**config.mk**
```make
export PLATFORM = sky130hd
export DESIGN_NAME = ins_fetch_flat
export DESIGN_NICKNAME = d
export VERILOG_FILES = /design/src/rtl/ins_fetch_if.sv /design/src/rtl/ins_fetch.sv /design/src/flat_wrapper.sv
export SDC_FILE = /design/constraint.sdc
export NUM_CORES = 1
export LEC_CHECK = 0
export ABC_CLOCK_PERIOD_IN_PS = 9200
export BUFFER_PORTS_ARGS = -buffer_cell sky130_fd_sc_hd__buf_2
export CORE_MARGIN = 2
export CORE_UTILIZATION = 43
export DETAILED_ROUTE_END_ITERATION = 8
export SLEW_MARGIN = 20
export SYNTH_ARGS = -nofsm -noshare
export SYNTH_HDL_FRONTEND = slang
export SYNTH_SLANG_ARGS = --single-unit
```
**constraint.sdc**
```tcl
create_clock -name INS_FETCH_Clk -period 9.2 [get_ports INS_FETCH_Clk]
set_input_delay 2.76 -clock INS_FETCH_Clk [delete_from_list [all_inputs] [get_ports INS_FETCH_Clk]]
set_output_delay 2.76 -clock INS_FETCH_Clk [all_outputs]
set_load 0.01 [all_outputs]
```
**src/rtl/ins_fetch_if.sv**
```systemverilog
// Fetch-side bus bundle: instruction-memory read port plus the {instruction, PC} handshake to decode.
// master = fetch unit, slave = memory/decode side.
interface ins_fetch_if #(
   parameter int ADDR_WIDTH = 10
) ();
   logic                  INS_FETCH_Mem_Re;
   logic [ADDR_WIDTH-1:0] INS_FETCH_Mem_Address;
   logic [31:0]           INS_FETCH_Mem_Data;
   logic                  INS_FETCH_Ins_Valid;
   logic [31:0]           INS_FETCH_Ins;
   logic [ADDR_WIDTH-1:0] INS_FETCH_Ins_Pc;
   logic                  INS_FETCH_Ins_Ready;

   modport master (
      output INS_FETCH_Mem_Re,
      output INS_FETCH_Mem_Address,
      input  INS_FETCH_Mem_Data,
      output INS_FETCH_Ins_Valid,
      output INS_FETCH_Ins,
      output INS_FETCH_Ins_Pc,
      input  INS_FETCH_Ins_Ready
   );

   modport slave (
      input  INS_FETCH_Mem_Re,
      input  INS_FETCH_Mem_Address,
      output INS_FETCH_Mem_Data,
      input  INS_FETCH_Ins_Valid,
      input  INS_FETCH_Ins,
      input  INS_FETCH_Ins_Pc,
      output INS_FETCH_Ins_Ready
   );
endinterface

```
**src/rtl/ins_fetch.sv**
```systemverilog
// Instruction fetch initiator: sequential PC fetch, small response FIFO, redirect/halt control.
// Optional perf counters are enabled by defining INS_FETCH_PERF_EN.
module ins_fetch #(
   parameter int                    ADDR_WIDTH = 10,
   parameter logic [ADDR_WIDTH-1:0] RESET_PC   = '0,
   parameter int                    FIFO_DEPTH = 2
) (
   input  logic                  INS_FETCH_Clk,
   input  logic                  INS_FETCH_Reset,
   input  logic                  INS_FETCH_Redirect,
   input  logic [ADDR_WIDTH-1:0] INS_FETCH_Redirect_Pc,
   input  logic                  INS_FETCH_Halt,
`ifdef INS_FETCH_PERF_EN
   output logic [31:0]           INS_FETCH_Fetch_Count,
   output logic [31:0]           INS_FETCH_Stall_Count,
`endif
   output logic                  o_dbg_halted,
   ins_fetch_if.master           bus
);
   // Handshake: decode takes the head entry on any cycle with Ins_Valid & Ins_Ready.
   // Ins_Valid never depends on Ins_Ready; Ins/Ins_Pc are meaningless while Ins_Valid=0.

   localparam int PW = $clog2(FIFO_DEPTH);
   localparam int CW = PW + 1;

   typedef enum logic {
      ST_RUN  = 1'b0,
      ST_HALT = 1'b1
   } state_t;

   state_t                r_state;
   logic [ADDR_WIDTH-1:0] r_pc;
   logic [ADDR_WIDTH-1:0] r_inflight_pc;
   logic                  r_inflight;
   logic                  r_kill;
   logic [31:0]           r_fifo_ins [FIFO_DEPTH];
   logic [ADDR_WIDTH-1:0] r_fifo_pc  [FIFO_DEPTH];
   logic [PW-1:0]         r_rd_ptr;
   logic [PW-1:0]         r_wr_ptr;
   logic [CW-1:0]         r_count;
   logic [31:0]           r_hold_ins;
   logic [ADDR_WIDTH-1:0] r_hold_pc;

   logic                  w_valid;
   logic                  w_pop;
   logic                  w_push;
   logic                  w_issue;
   logic [CW:0]           w_occ;
   logic [31:0]           w_ins_out;
   logic [ADDR_WIDTH-1:0] w_pc_out;

   assign w_valid = (r_count != '0);
   assign w_pop   = w_valid & bus.INS_FETCH_Ins_Ready;

   // Occupancy once this cycle's pop and the outstanding response are accounted for.
   assign w_occ   = {1'b0, r_count} + (CW+1)'(r_inflight) - (CW+1)'(w_pop);
   assign w_issue = ~INS_FETCH_Reset & (r_state == ST_RUN) & ~INS_FETCH_Redirect &
                    (w_occ < (CW+1)'(FIFO_DEPTH));

   // A response landing in a redirect cycle belongs to the old stream.
   assign w_push  = r_inflight & ~r_kill & ~INS_FETCH_Redirect;

   // When empty, present the last value shown rather than a stale FIFO slot.
   assign w_ins_out = w_valid ? r_fifo_ins[r_rd_ptr] : r_hold_ins;
   assign w_pc_out  = w_valid ? r_fifo_pc[r_rd_ptr]  : r_hold_pc;

   assign bus.INS_FETCH_Mem_Re      = ~INS_FETCH_Reset & (w_issue | r_inflight);
   assign bus.INS_FETCH_Mem_Address = r_pc;
   assign bus.INS_FETCH_Ins_Valid   = w_valid;
   assign bus.INS_FETCH_Ins         = w_ins_out;
   assign bus.INS_FETCH_Ins_Pc      = w_pc_out;
   assign o_dbg_halted              = (r_state == ST_HALT);

   always_ff @(posedge INS_FETCH_Clk) begin
      if (INS_FETCH_Reset) begin
         r_state       <= ST_RUN;
         r_pc          <= RESET_PC;
         r_inflight_pc <= RESET_PC;
         r_inflight    <= 1'b0;
         r_kill        <= 1'b0;
         r_rd_ptr      <= '0;
         r_wr_ptr      <= '0;
         r_count       <= '0;
         r_hold_ins    <= '0;
         r_hold_pc     <= '0;
      end else begin
         r_hold_ins <= w_ins_out;
         r_hold_pc  <= w_pc_out;
         if (INS_FETCH_Redirect) begin
            r_pc       <= {INS_FETCH_Redirect_Pc[ADDR_WIDTH-1:2], 2'b00};
            r_kill     <= r_inflight;
            r_inflight <= 1'b0;
            r_rd_ptr   <= '0;
            r_wr_ptr   <= '0;
            r_count    <= '0;
         end else begin
            r_state    <= INS_FETCH_Halt ? ST_HALT : ST_RUN;
            r_kill     <= 1'b0;
            r_inflight <= w_issue;
            if (w_issue) begin
               r_pc          <= r_pc + ADDR_WIDTH'(4);
               r_inflight_pc <= r_pc;
            end
            if (w_push) r_wr_ptr <= r_wr_ptr + PW'(1);
            if (w_pop)  r_rd_ptr <= r_rd_ptr + PW'(1);
            r_count <= r_count + CW'(w_push) - CW'(w_pop);
         end
      end
   end

   always_ff @(posedge INS_FETCH_Clk) begin
      if (!INS_FETCH_Reset && w_push) begin
         r_fifo_ins[r_wr_ptr] <= bus.INS_FETCH_Mem_Data;
         r_fifo_pc[r_wr_ptr]  <= r_inflight_pc;
      end
   end

`ifdef INS_FETCH_PERF_EN
   logic [31:0] r_fetch_count;
   logic [31:0] r_stall_count;

   always_ff @(posedge INS_FETCH_Clk) begin
      if (INS_FETCH_Reset) begin
         r_fetch_count <= '0;
         r_stall_count <= '0;
      end else begin
         if (w_pop && (r_fetch_count != 32'hFFFF_FFFF))
            r_fetch_count <= r_fetch_count + 32'd1;
         if (w_valid && !bus.INS_FETCH_Ins_Ready && (r_stall_count != 32'hFFFF_FFFF))
            r_stall_count <= r_stall_count + 32'd1;
      end
   end

   assign INS_FETCH_Fetch_Count = r_fetch_count;
   assign INS_FETCH_Stall_Count = r_stall_count;
`endif

   // Issue throttling must make a push into a full FIFO impossible.
   a_no_overflow : assert property (@(posedge INS_FETCH_Clk) disable iff (INS_FETCH_Reset)
      (w_push && !w_pop) |-> (r_count < CW'(FIFO_DEPTH)));

endmodule

```
**src/flat_wrapper.sv**
```systemverilog
// flat-port wrapper written by rule: the top's interface ports become plain ports
module ins_fetch_flat 
#(
   parameter int                    ADDR_WIDTH = 10,
   parameter logic [ADDR_WIDTH-1:0] RESET_PC   = '0,
   parameter int                    FIFO_DEPTH = 2
)
  (INS_FETCH_Clk, INS_FETCH_Reset, INS_FETCH_Redirect, INS_FETCH_Redirect_Pc, INS_FETCH_Halt, o_dbg_halted, bus_INS_FETCH_Mem_Re, bus_INS_FETCH_Mem_Address, bus_INS_FETCH_Mem_Data, bus_INS_FETCH_Ins_Valid, bus_INS_FETCH_Ins, bus_INS_FETCH_Ins_Pc, bus_INS_FETCH_Ins_Ready);
  ins_fetch_if #(.ADDR_WIDTH(ADDR_WIDTH)) bus_i ();
  input  logic INS_FETCH_Clk;
  input  logic INS_FETCH_Reset;
  input  logic INS_FETCH_Redirect;
  input  logic [ADDR_WIDTH-1:0] INS_FETCH_Redirect_Pc;
  input  logic INS_FETCH_Halt;
  output logic o_dbg_halted;
  output wire logic [$bits(bus_i.INS_FETCH_Mem_Re)-1:0] bus_INS_FETCH_Mem_Re;
  output wire logic [$bits(bus_i.INS_FETCH_Mem_Address)-1:0] bus_INS_FETCH_Mem_Address;
  input wire logic [$bits(bus_i.INS_FETCH_Mem_Data)-1:0] bus_INS_FETCH_Mem_Data;
  output wire logic [$bits(bus_i.INS_FETCH_Ins_Valid)-1:0] bus_INS_FETCH_Ins_Valid;
  output wire logic [$bits(bus_i.INS_FETCH_Ins)-1:0] bus_INS_FETCH_Ins;
  output wire logic [$bits(bus_i.INS_FETCH_Ins_Pc)-1:0] bus_INS_FETCH_Ins_Pc;
  input wire logic [$bits(bus_i.INS_FETCH_Ins_Ready)-1:0] bus_INS_FETCH_Ins_Ready;
  assign bus_INS_FETCH_Mem_Re = bus_i.INS_FETCH_Mem_Re;
  assign bus_INS_FETCH_Mem_Address = bus_i.INS_FETCH_Mem_Address;
  assign bus_i.INS_FETCH_Mem_Data = bus_INS_FETCH_Mem_Data;
  assign bus_INS_FETCH_Ins_Valid = bus_i.INS_FETCH_Ins_Valid;
  assign bus_INS_FETCH_Ins = bus_i.INS_FETCH_Ins;
  assign bus_INS_FETCH_Ins_Pc = bus_i.INS_FETCH_Ins_Pc;
  assign bus_i.INS_FETCH_Ins_Ready = bus_INS_FETCH_Ins_Ready;
  ins_fetch #(.ADDR_WIDTH(ADDR_WIDTH), .RESET_PC(RESET_PC), .FIFO_DEPTH(FIFO_DEPTH)) u_core (.INS_FETCH_Clk(INS_FETCH_Clk), .INS_FETCH_Reset(INS_FETCH_Reset), .INS_FETCH_Redirect(INS_FETCH_Redirect), .INS_FETCH_Redirect_Pc(INS_FETCH_Redirect_Pc), .INS_FETCH_Halt(INS_FETCH_Halt), .o_dbg_halted(o_dbg_halted), .bus(bus_i));
endmodule
```
### Word level (Yosys, flattened, before mapping)

Memories as Yosys holds them, arrays and structs flattened. A register that Yosys moved wholly into a read port is not among the register bits.
Index checks and enable logic that the tools add are counted.

| word-level totals | value |
|---|---|
| register bits | 69 |
| memory bits (writable) | 84 |
| input port bits | 47 |
| output and inout port bits | 55 |
| word-level logic and storage cells | 51 |
| memories kept | 2 |

| operators by class | value |
|---|---|
| add/sub/neg operators | 7 |
| order comparisons | 1 |
| multiplexer cells | 11 |
| bitwise operators | 12 |
| reductions and logical operators | 7 |

Memories:

| name | depth | bits a word | rd ports | clocked after Yosys merged registers in | wr ports | line | text |
|---|---|---|---|---|---|---|---|
| u_core.r_fifo_ins | 2 | 32 | 1 | 1 | 1 | ins_fetch.sv:36 | `logic [31:0] r_fifo_ins [FIFO_DEPTH];` |
| u_core.r_fifo_pc | 2 | 10 | 1 | 1 | 1 | ins_fetch.sv:37 | `logic [ADDR_WIDTH-1:0] r_fifo_pc [FIFO_DEPTH];` |

Operators by type and width:

| cell | count |
|---|---|
| 2-to-1 mux 32 bit | 1 |
| 2-to-1 mux 10 bit | 3 |
| adder 10 x 3 -> 10 bit, second input constant | 1 |
| bitwise AND 1 bit | 7 |
| 2-to-1 mux 1 bit | 7 |
| NOT 1 bit | 4 |
| nonzero test 2 bit | 2 |
| OR reduction 2 bit | 2 |
| adder 2 x 1 -> 3 bit | 1 |
| less-than comparator 3 x 2 -> 1 bit, second input constant | 1 |
| subtractor 3 x 1 -> 3 bit | 1 |
| adder 1 bit, second input constant | 2 |
| adder 2 x 1 -> 2 bit | 1 |
| AND reduction 2 bit | 1 |
| subtractor 2 x 1 -> 2 bit | 1 |
| logical AND 1 bit | 1 |
| zero test 1 bit | 1 |
| bitwise OR 1 bit | 1 |

### Logic depth before layout (Yosys ltp)

Gate-level depths: netlist of run 1.

| depth | value |
|---|---|
| word-level depth | 7 |
| gate-level depth with buffers | 12 |
| depth with buffers taken out | 10 |

### Worst setup path before layout of run 1

No wires, ideal clock.

| timing path | value |
|---|---|
| path kind | input port to flip-flop |
| start | input INS_FETCH_Redirect |
| end | memory u_core.r_fifo_ins[0][0] (enable) |
| library setup time | 537 ps |
| data arrival time | 7,011 ps |
| data required time | 8,663 ps |
| slack | 1,653 ps |
| stages | 3 |
| buffers on the path | 2 |
| cell sequence | buf_6 -> clkbuf_1 -> nor4_1 |

| between the ends | value |
|---|---|
| word-level cells in the longest chain between the ends | 5 |

RTL lines:

| item | line | text |
|---|---|---|
| from (decl) | flat_wrapper.sv:12 | `input logic INS_FETCH_Redirect;` |
| NOT 1 bit | ins_fetch.sv:61 | `assign w_push = r_inflight & ~r_kill & ~INS_FETCH_Redirect;` |
| bitwise AND 1 bit | ins_fetch.sv:61 |  |
| logical AND 1 bit | ins_fetch.sv:112 | `if (!INS_FETCH_Reset && w_push) begin` |
| 2-to-1 mux 1 bit | ins_fetch.sv:112 |  |
| 2-to-1 mux 1 bit (not written as such) | ins_fetch.sv:113 | `r_fifo_ins[r_wr_ptr] <= bus.INS_FETCH_Mem_Data;` |
| to (decl) | ins_fetch.sv:36 |  |

No other way between the ends.

### Worst setup path in the final report of run 1

| timing path | value |
|---|---|
| start | input bus_INS_FETCH_Ins_Ready |
| end | output bus_INS_FETCH_Mem_Re |

| between the ends | value |
|---|---|
| word-level cells in the longest chain between the ends | 6 |

RTL lines:

| item | line | text |
|---|---|---|
| from (decl) | flat_wrapper.sv:22 | `input wire logic [$bits(bus_i.INS_FETCH_Ins_Ready)-1:0] bus_INS_FETCH_Ins_Ready;` |
| bitwise AND 1 bit | ins_fetch.sv:53 | `assign w_pop = w_valid & bus.INS_FETCH_Ins_Ready;` |
| subtractor 3 x 1 -> 3 bit | ins_fetch.sv:56 | `assign w_occ = {1'b0, r_count} + (CW+1)'(r_inflight) - (CW+1)'(w_pop);` |
| less-than comparator 3 x 2 -> 1 bit | ins_fetch.sv:58 | `(w_occ < (CW+1)'(FIFO_DEPTH));` |
| bitwise AND 1 bit | ins_fetch.sv:57 | `assign w_issue = ~INS_FETCH_Reset & (r_state == ST_RUN) & ~INS_FETCH_Redirect &` |
| bitwise OR 1 bit | ins_fetch.sv:67 | `assign bus.INS_FETCH_Mem_Re = ~INS_FETCH_Reset & (w_issue \| r_inflight);` |
| bitwise AND 1 bit | ins_fetch.sv:67 |  |
| to (decl) | flat_wrapper.sv:16 | `output wire logic [$bits(bus_i.INS_FETCH_Mem_Re)-1:0] bus_INS_FETCH_Mem_Re;` |

No other way between the ends.

==> reports/qor.csv, run 1 <==
stage,metric,value,unit
die,Die X,117,µm
clocking,Root Driver,clkbuf_16,
clocking,CTS tree,done,
logic_synthesis,Post-Syn Area per Cell,12.3,µm²
global_routing,grt total ovfl,0,
sta,Final setup violation count,0,
worst_setup_path,critical path peak fanout,19,
worst_setup_path,worst path cell trace,buf_2 > xor2_1 > nand2_1 > fa_1 > xnor2_1 > nand4_1 > inv_2 > nor2_1 > nor2_1 > buf_2,
sta,clock skew,0.0109,ns
worst_setup_path,worst setup path class,in -> out,
place,DP HPWL,6030,µm
pwr,VDD IR-drop max,0.000116,V
sta,setup ws final,1.39,ns
pwr,Gate power share,3.6,%
routing,DRT antenna net count,0,
clocking,hold buffers post-CTS,0,
routing,Iter 0 DRT Violations,199,
global_routing,pin count of the biggest net entering global routing,84,
sta,Slew HR,33.1,%
global_routing,first-pass GRT wire length,16100,µm
logic_synthesis,Synth top area share,43.7,%
logic_synthesis,"Top FF cell, synth",edfxtp_1,
routing,vias per cell,4.76,
run_status,status,completed,
sta,Worst-Margin Slew,1.00,ns
logic_synthesis,Synth cell types,39,
routing,DR pass1 iterations,4,
pwr,switching power of the nets,290,µW
die,cell row count,41,
logic_synthesis,"Seq/Total Area, Yosys",67.8,%
cells_and_area,"Core Util, Final",54.2,%
routing,vias,3446,
place,placed cell count,693,
logic_synthesis,Mapped Area,5490,µm²
place,routability congestion estimate,0.825,
cells_and_area,fin cells,724,
worst_setup_path,CP max stage cell,nand4_1,
logic_synthesis,largest area contributor in the netlist,edfxtp_1,
logic_synthesis,Ys Warns,0,
clocking,Post-CTS Setup Bufs,0,
place,number of port buffers,97,
worst_setup_path,crit start category,primary input,
worst_setup_path,largest stage delay on the critical path,0.54,ns
die,Total Die Area,13700,µm²
logic_synthesis,Syn Inst Count,447,
pwr,sw frac,18.6,%
logic_synthesis,Synth area leaders,"edfxtp_1 (44%), dfxtp_1 (24%), mux2i_1 (7.7%), nor2b_1 (5.0%), nand2_1 (4.6%)",
global_routing,initial antenna violation count,0,
die,io pins,102,
sta,setup TNS,0,ns
clocking,H-tree levels,4,
sta,RSZ-0062 raised after global routing,false,
min_path,Hold Path Class,reg -> reg,
sta,Fmax achieved,0.128,GHz
logic_synthesis,Synth Register Bits,146,
global_routing,vias in the first global route,3209,
clocking,latest clock arrival within the worst-skew pair,0.42,ns
sta,post-layout min period,7.81,ns
routing,drt drc,0,
cells_and_area,ANT cells,0,
pwr,clock power share,51.4,%
die,die height,117,µm
cells_and_area,Nets,590,
cells_and_area,layout cell share with drive strength beyond 1,25.4,%
place,worst slack at placement,1.37,ns
clocking,"Reg clk slew, reported paths",0.06,ns
sta,"Slew Viols, Final",0,
die,Starting Density,43.7,%
pwr,PD cells,229,nW/µm²
sta,Hold Slack,0.454,ns
clocking,Num CTS Buffers,17,
die,Core Region,12600,µm²
global_routing,All-Layer GR Usage,15.9,%
sta,part of the cycle the worst path needs,84.9,%
routing,final wirelength,10200,µm
flow_run,max-cap violations,0,
routing,Avg WL per Cell,14.0,µm
cells_and_area,Layout area overhead,24.0,%
sta,"Hold Violations, Final",0,
pwr,Leak Pwr,2.58,nW
pwr,Int Power,1.27,mW
clocking,clk sinks,146,
clocking,CTS max path bufs,2,
logic_synthesis,Post-synth EDFFs,80,
worst_setup_path,CP Capture Type,output port,
worst_setup_path,Worst EP required,6.44,ns
worst_setup_path,CP arrival,5.05,ns
pwr,Flop pwr share,45.0,%
logic_synthesis,ys async rst share,0,%
clocking,post-CTS resize count,0,
[Yosys cell counts (2+ instances only)]
master    number
edfxtp_1      80
nand2_1       67
dfxtp_1       66
nor2b_1       44
mux2i_1       42
o21ai_0       41
clkbuf_1      17
nor2_1        13
a21oi_1       12
buf_2          7
nor3_1         6
inv_1          5
nand2b_1       5
a22oi_1        4
o22ai_1        4
and2_1         3
xnor2_1        3
xor2_1         3
a31oi_1        2
buf_4          2
ha_1           2
nand3_1        2
[sequential cells by signal, indices dropped and copies added (netlist names), 2 cells and up, named ones only]
register	cells
u_core.bus.INS_FETCH_Mem_Address	8
u_core.r_count	2
u_core.r_fifo_ins	64
u_core.r_fifo_pc	16
u_core.r_hold_ins	32
u_core.r_hold_pc	10
u_core.r_inflight_pc	8
[final timing paths]
| kind | slack, ns | endpoint | startpoint | depth (start not counted) |
|---|---|---|---|---|
| worst min-delay path | 0.45 | u_core.r_fifo_pc[1][6] | u_core.r_inflight_pc[6] | 0 |
| worst max register to register | 5.72 | u_core.bus.INS_FETCH_Mem_Address[2] | u_core.r_count[1] | 11 |
| worst min register to register | 0.45 | u_core.r_fifo_pc[1][6] | u_core.r_inflight_pc[6] | 0 |
| worst max-delay path | 1.39 | bus_INS_FETCH_Mem_Re | bus_INS_FETCH_Ins_Ready | 10 |
[stage by stage]
stage	power [mW]	cell area [µm²]
floorplan	0.749	5500
global placement	0.771	6120
detailed placement	0.774	6120
CTS	1.58	6810
global route	1.62	6810
finish	1.56	6810
[cells in the final DEF, fill, tap and decap left out, types with 5 or more instances in the layout]
master,synthesis,layout
o21ai_0,41,41
nor2_1,13,12
clkbuf_16,0,17
buf_2,7,97
a21oi_1,12,12
nor2b_1,44,44
inv_1,5,5
nand2b_1,5,5
mux2i_1,42,42
dfxtp_1,66,65
bufinv_16,0,7
nor3_1,6,6
nand2_1,67,67
edfxtp_1,80,80
[layer usage]
layer / up-vias / track usage (%) / wire length [µm]
met5: - / 0 / 0
met4: 0 / 7.76 / 182
met3: 12 / 4.63 / 524
met2: 102 / 24.8 / 4820
met1: 1586 / 20.5 / 4640
li1: 1746 / - / -
[area by class of cell]
class / count / area [µm²]
Clock buffer: 20 / 467
Fill cell: 1092 / 5760
Clock inverter: 11 / 230
Inverter: 6 / 22.5
Sequential cell: 146 / 3720
Multi-Input combinational cell: 268 / 1640
Timing Repair Buffer: 101 / 515
Tap cell: 172 / 215
[cell families after synthesis]
family / after synthesis / synth area share (%)
mux: 42 / 7.65
fa+ha+maj: 3 / 0.820
simple gates: 145 / 12.8
buf+inv: 34 / 2.76
other cells: 1 / 0.0683
flops: 146 / 67.8
compound gates: 70 / 7.17
xor+xnor: 6 / 0.957
[worst max-delay path: cells and delay by family]
kind                       cells  cell delay [ns]
and+or+nand+nor                4             0.80
buffers and inverters          3             0.77
adders and majority gates      1             0.38
xor gates and xnor gates       2             0.35
[power by group through the flow]
stage	sequential (mW)	combinational, mW	clock [mW]
2_1_floorplan	0.717	0.0316	0
3_3_place_gp	0.717	0.0546	0
3_5_place_dp	0.717	0.0564	0
4_1_cts	0.703	0.0566	0.820
5_1_grt	0.704	0.0629	0.849
6_report	0.703	0.0557	0.804
(Power assumes the default switching activity.)
==> run 2: changes to the inputs <==
Settings changed: ABC_CLOCK_PERIOD_IN_PS 9200 to 7800.
Clock period 9.2 ns to 7.8 ns, I/O delays scaled along.
==> run 2 against run 1 <==
Die area did not move; critical endpoint unchanged; combinational power rose by 20%; critical path depth rose by 1; core utilization fell by 0.32 points; clock skew fell by 0.0055 ns; largest cell class unchanged; setup slack got worse by 0.085 ns; final cell count rose by 0.28%; highest routed layer unchanged; register-to-register slack got worse by 0.98 ns; clock power rose by 9.0%; sequential cell count did not move; wire length rose by 1.0%.
==> reports/qor.csv, run 2 (synthesis gave the netlist of run 1 again) <==
stage,metric,value,unit,change
sta,part of the cycle the worst path needs,83.3,%,
cells_and_area,fin cells,726,,+0.28%
sta,Fmax achieved,0.154,GHz,
pwr,Int Power,1.43,mW,+12%
place,DP HPWL,6160,µm,+2.1%
clocking,Num CTS Buffers,17,,unchanged
global_routing,pin count of the biggest net entering global routing,84,,unchanged
clocking,CTS tree,done,,
cells_and_area,"most common cell after layout, fill and taps aside",buf_2,,
cells_and_area,ANT cells,0,,unchanged
place,routability congestion estimate,0.822,,-0.34%
sta,post-layout min period,6.50,ns,
clocking,post-CTS resize count,0,,unchanged
sta,"Hold Violations, Final",0,,unchanged
pwr,PD cells,262,nW/µm²,+14%
place,placed cell count,694,,+0.14%
clocking,Post-CTS Setup Bufs,0,,unchanged
global_routing,initial antenna violation count,0,,unchanged
cells_and_area,Nets,591,,+0.17%
global_routing,All-Layer GR Usage,16.2,%,+0.26 points
cells_and_area,fill count,1108,,+1.5%
clocking,"Reg clk slew, reported paths",0.06,ns,about the same
die,die height,117,µm,unchanged
sta,setup ws final,1.30,ns,-0.0851 ns
worst_setup_path,crit start category,primary input,,
cells_and_area,Largest Register,u_core.r_fifo_ins,,
die,cell row count,41,,unchanged
global_routing,vias in the first global route,3397,,+5.9%
pwr,Gate power share,3.8,%,+0.2 points
die,Die X,117,µm,unchanged
die,Total Die Area,13700,µm²,unchanged
clocking,H-tree levels,4,,unchanged
worst_setup_path,sum of buffers and inverters on the critical path,4,,+1
sta,clock skew,0.00541,ns,-0.00551 ns
clocking,clk sinks,146,,unchanged
pwr,Leak Pwr,2.56,nW,-1.0%
cells_and_area,Largest register FFs,64,,unchanged
place,number of port buffers,97,,unchanged
worst_setup_path,Worst EP required,5.46,ns,-0.98 ns
cells_and_area,layout cell share with drive strength beyond 1,25.3,%,-0.092 points
worst_setup_path,largest stage delay on the critical path,0.38,ns,-0.16 ns
cells_and_area,Top Registers,"u_core.r_fifo_ins: 64 flops, u_core.r_hold_ins: 32 flops, u_core.r_fifo_pc: 16 flops",,
sta,"Slew Viols, Final",0,,unchanged
pwr,Flop pwr share,46.8,%,+1.8 points
worst_setup_path,Top delay family on crit path,buffers and inverters,,
worst_setup_path,CP max stage cell,fa_1,,
pwr,VDD IR-drop max,0.000130,V,+12%
place,Area after DPL,6120,µm²,+0.12%
sta,Worst-Margin Slew,0.994,ns,-0.0101 ns
cells_and_area,most frequent cells in the layout,"buf_2 (97), edfxtp_1 (80), nand2_1 (67), dfxtp_1 (65), nor2b_1 (44)",,
clocking,Root Driver,clkbuf_16,,
routing,vias per cell,4.74,,-0.33%
cells_and_area,Layout area overhead,23.3,%,
sta,Slew HR,33.7,%,+0.68 points
global_routing,grt total ovfl,0,,unchanged
pwr,switching power of the nets,347,µW,+20%
die,Core Region,12600,µm²,unchanged
pwr,clock power share,49.4,%,-2.0 points
routing,DRT antenna net count,0,,unchanged
clocking,CTS max path bufs,2,,unchanged
sta,RSZ-0062 raised after global routing,false,,
run_status,status,completed,,
worst_setup_path,worst path cell trace,buf_2 > xor2_1 > nand2_1 > fa_1 > xnor2_1 > nand4_1 > buf_4 > inv_2 > nor2_1 > nor2_1 > buf_2,,
routing,drt drc,0,,unchanged
cells_and_area,"Design Area, Final",6770,µm²,-0.59%
cells_and_area,FF/Latch Area,3720,µm²,unchanged
clocking,latest clock arrival within the worst-skew pair,0.41,ns,about the same
worst_setup_path,CP Capture Type,output port,,
worst_setup_path,worst setup path class,in -> out,,
flow_run,max-cap violations,0,,unchanged
routing,DR pass1 iterations,4,,unchanged
sta,setup TNS,0,ns,unchanged
worst_setup_path,critical path peak fanout,19,,unchanged
place,worst slack at placement,1.30,ns,-0.0689 ns
routing,Iter 0 DRT Violations,236,,+19%
worst_setup_path,CP arrival,4.16,ns,-0.89 ns
sta,Final setup violation count,0,,unchanged
min_path,Hold Path Class,reg -> reg,,
cells_and_area,multi-input logic area,1640,µm²,unchanged
routing,Avg WL per Cell,14.1,µm,+0.73%
die,Starting Density,43.7,%,unchanged
cells_and_area,"Core Util, Final",53.9,%,-0.32 points
routing,vias,3444,,-0.058%
clocking,hold buffers post-CTS,0,,unchanged
pwr,sw frac,19.6,%,+1.0 points
die,io pins,102,,unchanged
global_routing,first-pass GRT wire length,16500,µm,+2.7%
routing,final wirelength,10300,µm,+1.0%
[run 2: cell count changes in the layout (fill, tap and decap cells not counted)]
| cell | delta |
|---|---|
| clkinvlp_4 | +1 |
| clkinv_1 | +1 |
| clkinv_2 | -2 |
| clkbuf_8 | -2 |
| bufinv_16 | -2 |
| inv_6 | +2 |
| clkinv_4 | +2 |
| clkbuf_1 | +1 |
| buf_4 | +1 |
[run 2: area by class of cell]
| type | count | area share (%) |
|---|---|---|
| Clock buffer | 19 | 6.54 |
| Clock inverter | 13 | 3.05 |
| Inverter | 6 | 0.333 |
| Multi-Input combinational cell | 268 | 24.2 |
| Sequential cell | 146 | 55.0 |
| Tap cell | 172 | 3.18 |
| Timing Repair Buffer | 102 | 7.72 |
[run 2: power by group through the flow]
stage                     Combinational, mW  Sequential [mW]  Clock, mW
after floorplan                      0.0373            0.846          0
after global placement               0.0649            0.845          0
after detailed placement             0.0673            0.846          0
after CTS                            0.0678            0.830      0.893
after global routing                 0.0751            0.831      0.932
final                                0.0666            0.830      0.876
[run 2: metal layers]
layer	up-vias	share of wire (%)	global-route usage (%)
met4	0	0.90	6.67
li1	1750	-	-
met5	-	0	0
met3	9	4.8	5.05
met1	1601	46	20.3
met2	84	49	26.3
[run 2: path summary, 6_finish.rpt]
| kind | cells after the start | slack [ns] | start | to |
|---|---|---|---|---|
| setup / recovery | 11 | 1.30 | bus_INS_FETCH_Ins_Ready | bus_INS_FETCH_Mem_Re |
| hold / removal | 0 | 0.45 | u_core.r_inflight_pc[6] | u_core.r_fifo_pc[0][6] |
| setup reg to reg | 11 | 4.74 | u_core.r_count[1] | u_core.bus.INS_FETCH_Mem_Address[8] |
| hold reg to reg | 0 | 0.45 | u_core.r_inflight_pc[6] | u_core.r_fifo_pc[0][6] |
[run 2: through the flow]
stage          hold slack, ns  power, mW
5_1_grt                 0.472       1.84
2_1_floorplan           0.425      0.883
3_5_place_dp            0.441      0.913
3_3_place_gp            0.434      0.910
6_report                0.454       1.77
4_1_cts                 0.459       1.79
==> run 3: changes to the inputs <==
Settings changed: ABC_AREA from default to 1, ABC_CLOCK_PERIOD_IN_PS 7800 to 5500, PLACE_DENSITY from default to 0.66.
Clock period 7.8 ns to 5.5 ns, I/O delays scaled along.
==> run 3 against run 2 <==
Wire length up 15%; setup slack worse by 0.81 ns; synthesized cell count up 28%; non-clock buffer count up 1; sequential power up 42%; die area up 13%; cell area up 9.0%.
==> reports/qor.csv, run 3 <==
stage,metric,value,unit,change
clocking,hold buffers post-CTS,0,,unchanged
pwr,Leak Pwr,2.96,nW,+16%
cells_and_area,"Design Area, Final",7380,µm²,+9.0%
cells_and_area,layout cell share with drive strength beyond 1,40.6,%,+15 points
cells_and_area,Top Registers,"u_core.r_fifo_ins: 64 flops, u_core.r_hold_ins: 32 flops, u_core.r_fifo_pc: 16 flops",,
pwr,VDD IR-drop max,0.000184,V,+41%
cells_and_area,ANT cells,0,,unchanged
logic_synthesis,"count leader, synth",inv_1,,
logic_synthesis,Ys Warns,0,,unchanged
sta,Slew HR,45.0,%,+11 points
clocking,latest clock arrival within the worst-skew pair,0.41,ns,about the same
routing,vias per cell,4.78,,+0.68%
pwr,Pwr Total,2.51,mW,+42%
sta,Final setup violation count,0,,unchanged
sta,"Slew Viols, Final",0,,unchanged
logic_synthesis,Post-synth EDFFs,80,,unchanged
logic_synthesis,Mapped Area,6210,µm²,+13%
sta,"Hold Violations, Final",0,,unchanged
worst_setup_path,worst setup path class,in -> out,,
logic_synthesis,Synth area leaders,"edfxtp_1 (39%), dfxtp_1 (21%), o211ai_2 (7.1%), o21ai_2 (5.6%), inv_1 (5.1%)",,
die,Starting Density,44.4,%,+0.67 points
place,Area after DPL,6750,µm²,+10%
clocking,clk sinks,146,,unchanged
place,number of port buffers,97,,unchanged
run_status,status,completed,,
global_routing,grt total ovfl,0,,unchanged
routing,Iter 0 DRT Violations,184,,-22%
cells_and_area,Largest Register,u_core.r_fifo_ins,,
logic_synthesis,Synth top area share,38.7,%,-5.0 points
worst_setup_path,CP arrival,3.36,ns,-0.80 ns
routing,DR pass1 iterations,5,,+1
worst_setup_path,CP Capture Type,output port,,
clocking,Post-CTS Setup Bufs,0,,unchanged
die,io pins,102,,unchanged
logic_synthesis,"Seq/Total Area, Yosys",60.0,%,-7.8 points
min_path,Hold Path Class,reg -> reg,,
routing,Avg WL per Cell,13.8,µm,-2.8%
clocking,H-tree levels,4,,unchanged
logic_synthesis,Commonest cells post-synth,"inv_1 (85), edfxtp_1 (80), nor2_1 (73)",,
place,worst slack at placement,0.487,ns,-0.810 ns
pwr,PD cells,340,nW/µm²,+30%
flow_run,max-cap violations,0,,unchanged
sta,post-layout min period,5.01,ns,
worst_setup_path,Worst EP required,3.85,ns,-1.61 ns
place,placed cell count,826,,+19%
die,Total Die Area,15400,µm²,+13%
cells_and_area,fin cells,858,,+18%
sta,setup ws final,0.488,ns,-0.814 ns
sta,part of the cycle the worst path needs,91.1,%,
global_routing,first-pass GRT wire length,19000,µm,+15%
cells_and_area,Nets,715,,+21%
place,DP HPWL,7370,µm,+20%
sta,Hold Slack,0.446,ns,-0.00762 ns
worst_setup_path,crit start category,primary input,,
sta,Fmax achieved,0.200,GHz,
cells_and_area,Largest register FFs,64,,unchanged
clocking,CTS max path bufs,2,,unchanged
logic_synthesis,ys async rst share,0,%,unchanged
routing,vias,4098,,+19%
logic_synthesis,Syn Inst Count,572,,+28%
routing,final wirelength,11800,µm,+15%
die,cell row count,43,,+4.9%
logic_synthesis,"Top FF cell, synth",edfxtp_1,,
die,Core Region,14000,µm²,+11%
routing,drt drc,0,,unchanged
logic_synthesis,Synth cell types,31,,-21%
global_routing,initial antenna violation count,1,,+1
logic_synthesis,Synth Register Bits,146,,unchanged
global_routing,pin count of the biggest net entering global routing,53,,-37%
cells_and_area,Layout area overhead,18.9,%,
sta,setup TNS,0,ns,unchanged
logic_synthesis,Post-Syn Area per Cell,10.9,µm²,-12%
clocking,"Reg clk slew, reported paths",0.06,ns,about the same
clocking,Num CTS Buffers,17,,unchanged
sta,Worst-Margin Slew,0.825,ns,-0.169 ns
cells_and_area,"Core Util, Final",52.8,%,-1.1 points
sta,RSZ-0062 raised after global routing,false,,
global_routing,All-Layer GR Usage,16.3,%,+0.057 points
global_routing,vias in the first global route,3959,,+17%
clocking,post-CTS resize count,0,,unchanged
sta,clock skew,0.00518,ns,-0.000227 ns
logic_synthesis,largest area contributor in the netlist,edfxtp_1,,
place,routability congestion estimate,0.803,,-2.4%
die,Die X,124,µm,+6.1%
cells_and_area,most frequent cells in the layout,"buf_2 (97), inv_1 (84), edfxtp_1 (80), nor2_1 (73), dfxtp_1 (66)",,
worst_setup_path,critical path peak fanout,2,,-17
die,die height,124,µm,+6.1%
routing,DRT antenna net count,0,,unchanged
clocking,Root Driver,clkbuf_16,,
cells_and_area,"most common cell after layout, fill and taps aside",buf_2,,
clocking,CTS tree,done,,
run 3: cells by family after synthesis:
| kind of cell | Yosys count | share of synthesized area [%] |
|---|---|---|
| and+or+nand+nor | 181 | 13.3 |
| other | 1 | 0.0604 |
| AOI/OAI and AO/OA | 109 | 15.7 |
| xor gates and xnor gates | 1 | 0.141 |
| buffers and inverters | 131 | 10.1 |
| DFF | 146 | 60.0 |
| adders and majority gates | 3 | 0.725 |
run 3: power by group:
| part | total [mW] | switching, mW | internal [mW] |
|---|---|---|---|
| registers | 1.18 | 0.0122 | 1.17 |
| clock network | 1.20 | 0.413 | 0.789 |
| logic | 0.125 | 0.0768 | 0.0482 |
| total | 2.51 | 0.502 | 2.01 |
run 3: per-layer routing:
layer  global-route usage, %  share of wire, %
met5                       0              0.11
met4                    6.39               1.4
met3                    5.08               6.0
met2                    26.6                48
met1                    20.0                44
run 3: worst max-delay path: stages:
cell and delay, ns:
buf_2 0.08, inv_1 0.05, nor3_1 0.31, o21ai_0 0.18
fa_1 0.55, nand2_1 0.06, nor2_1 0.12, nand2_1 0.08
a21oi_1 0.12, buf_2 0.15
run 3: area by class of cell:
class	count	area, µm²
well taps	180	225
flip-flops and latches	146	3720
repair buffers	103	543
clock inverters	11	158
multi-input cells	296	1870
fillers	1250	6610
clock buffers	21	470
inverters	101	389
run 3: worst paths after layout:
kind / depth (start not counted) / slack (ns) / start / to
max: 10 / 0.49 / bus_INS_FETCH_Ins_Ready / bus_INS_FETCH_Mem_Re
min: 2 / 0.45 / u_core.r_hold_pc[0] / u_core.r_hold_pc[0]
max reg2reg: 9 / 2.85 / u_core.r_count[1] / u_core.bus.INS_FETCH_Mem_Address[2]
min reg2reg: 2 / 0.45 / u_core.r_hold_pc[0] / u_core.r_hold_pc[0]
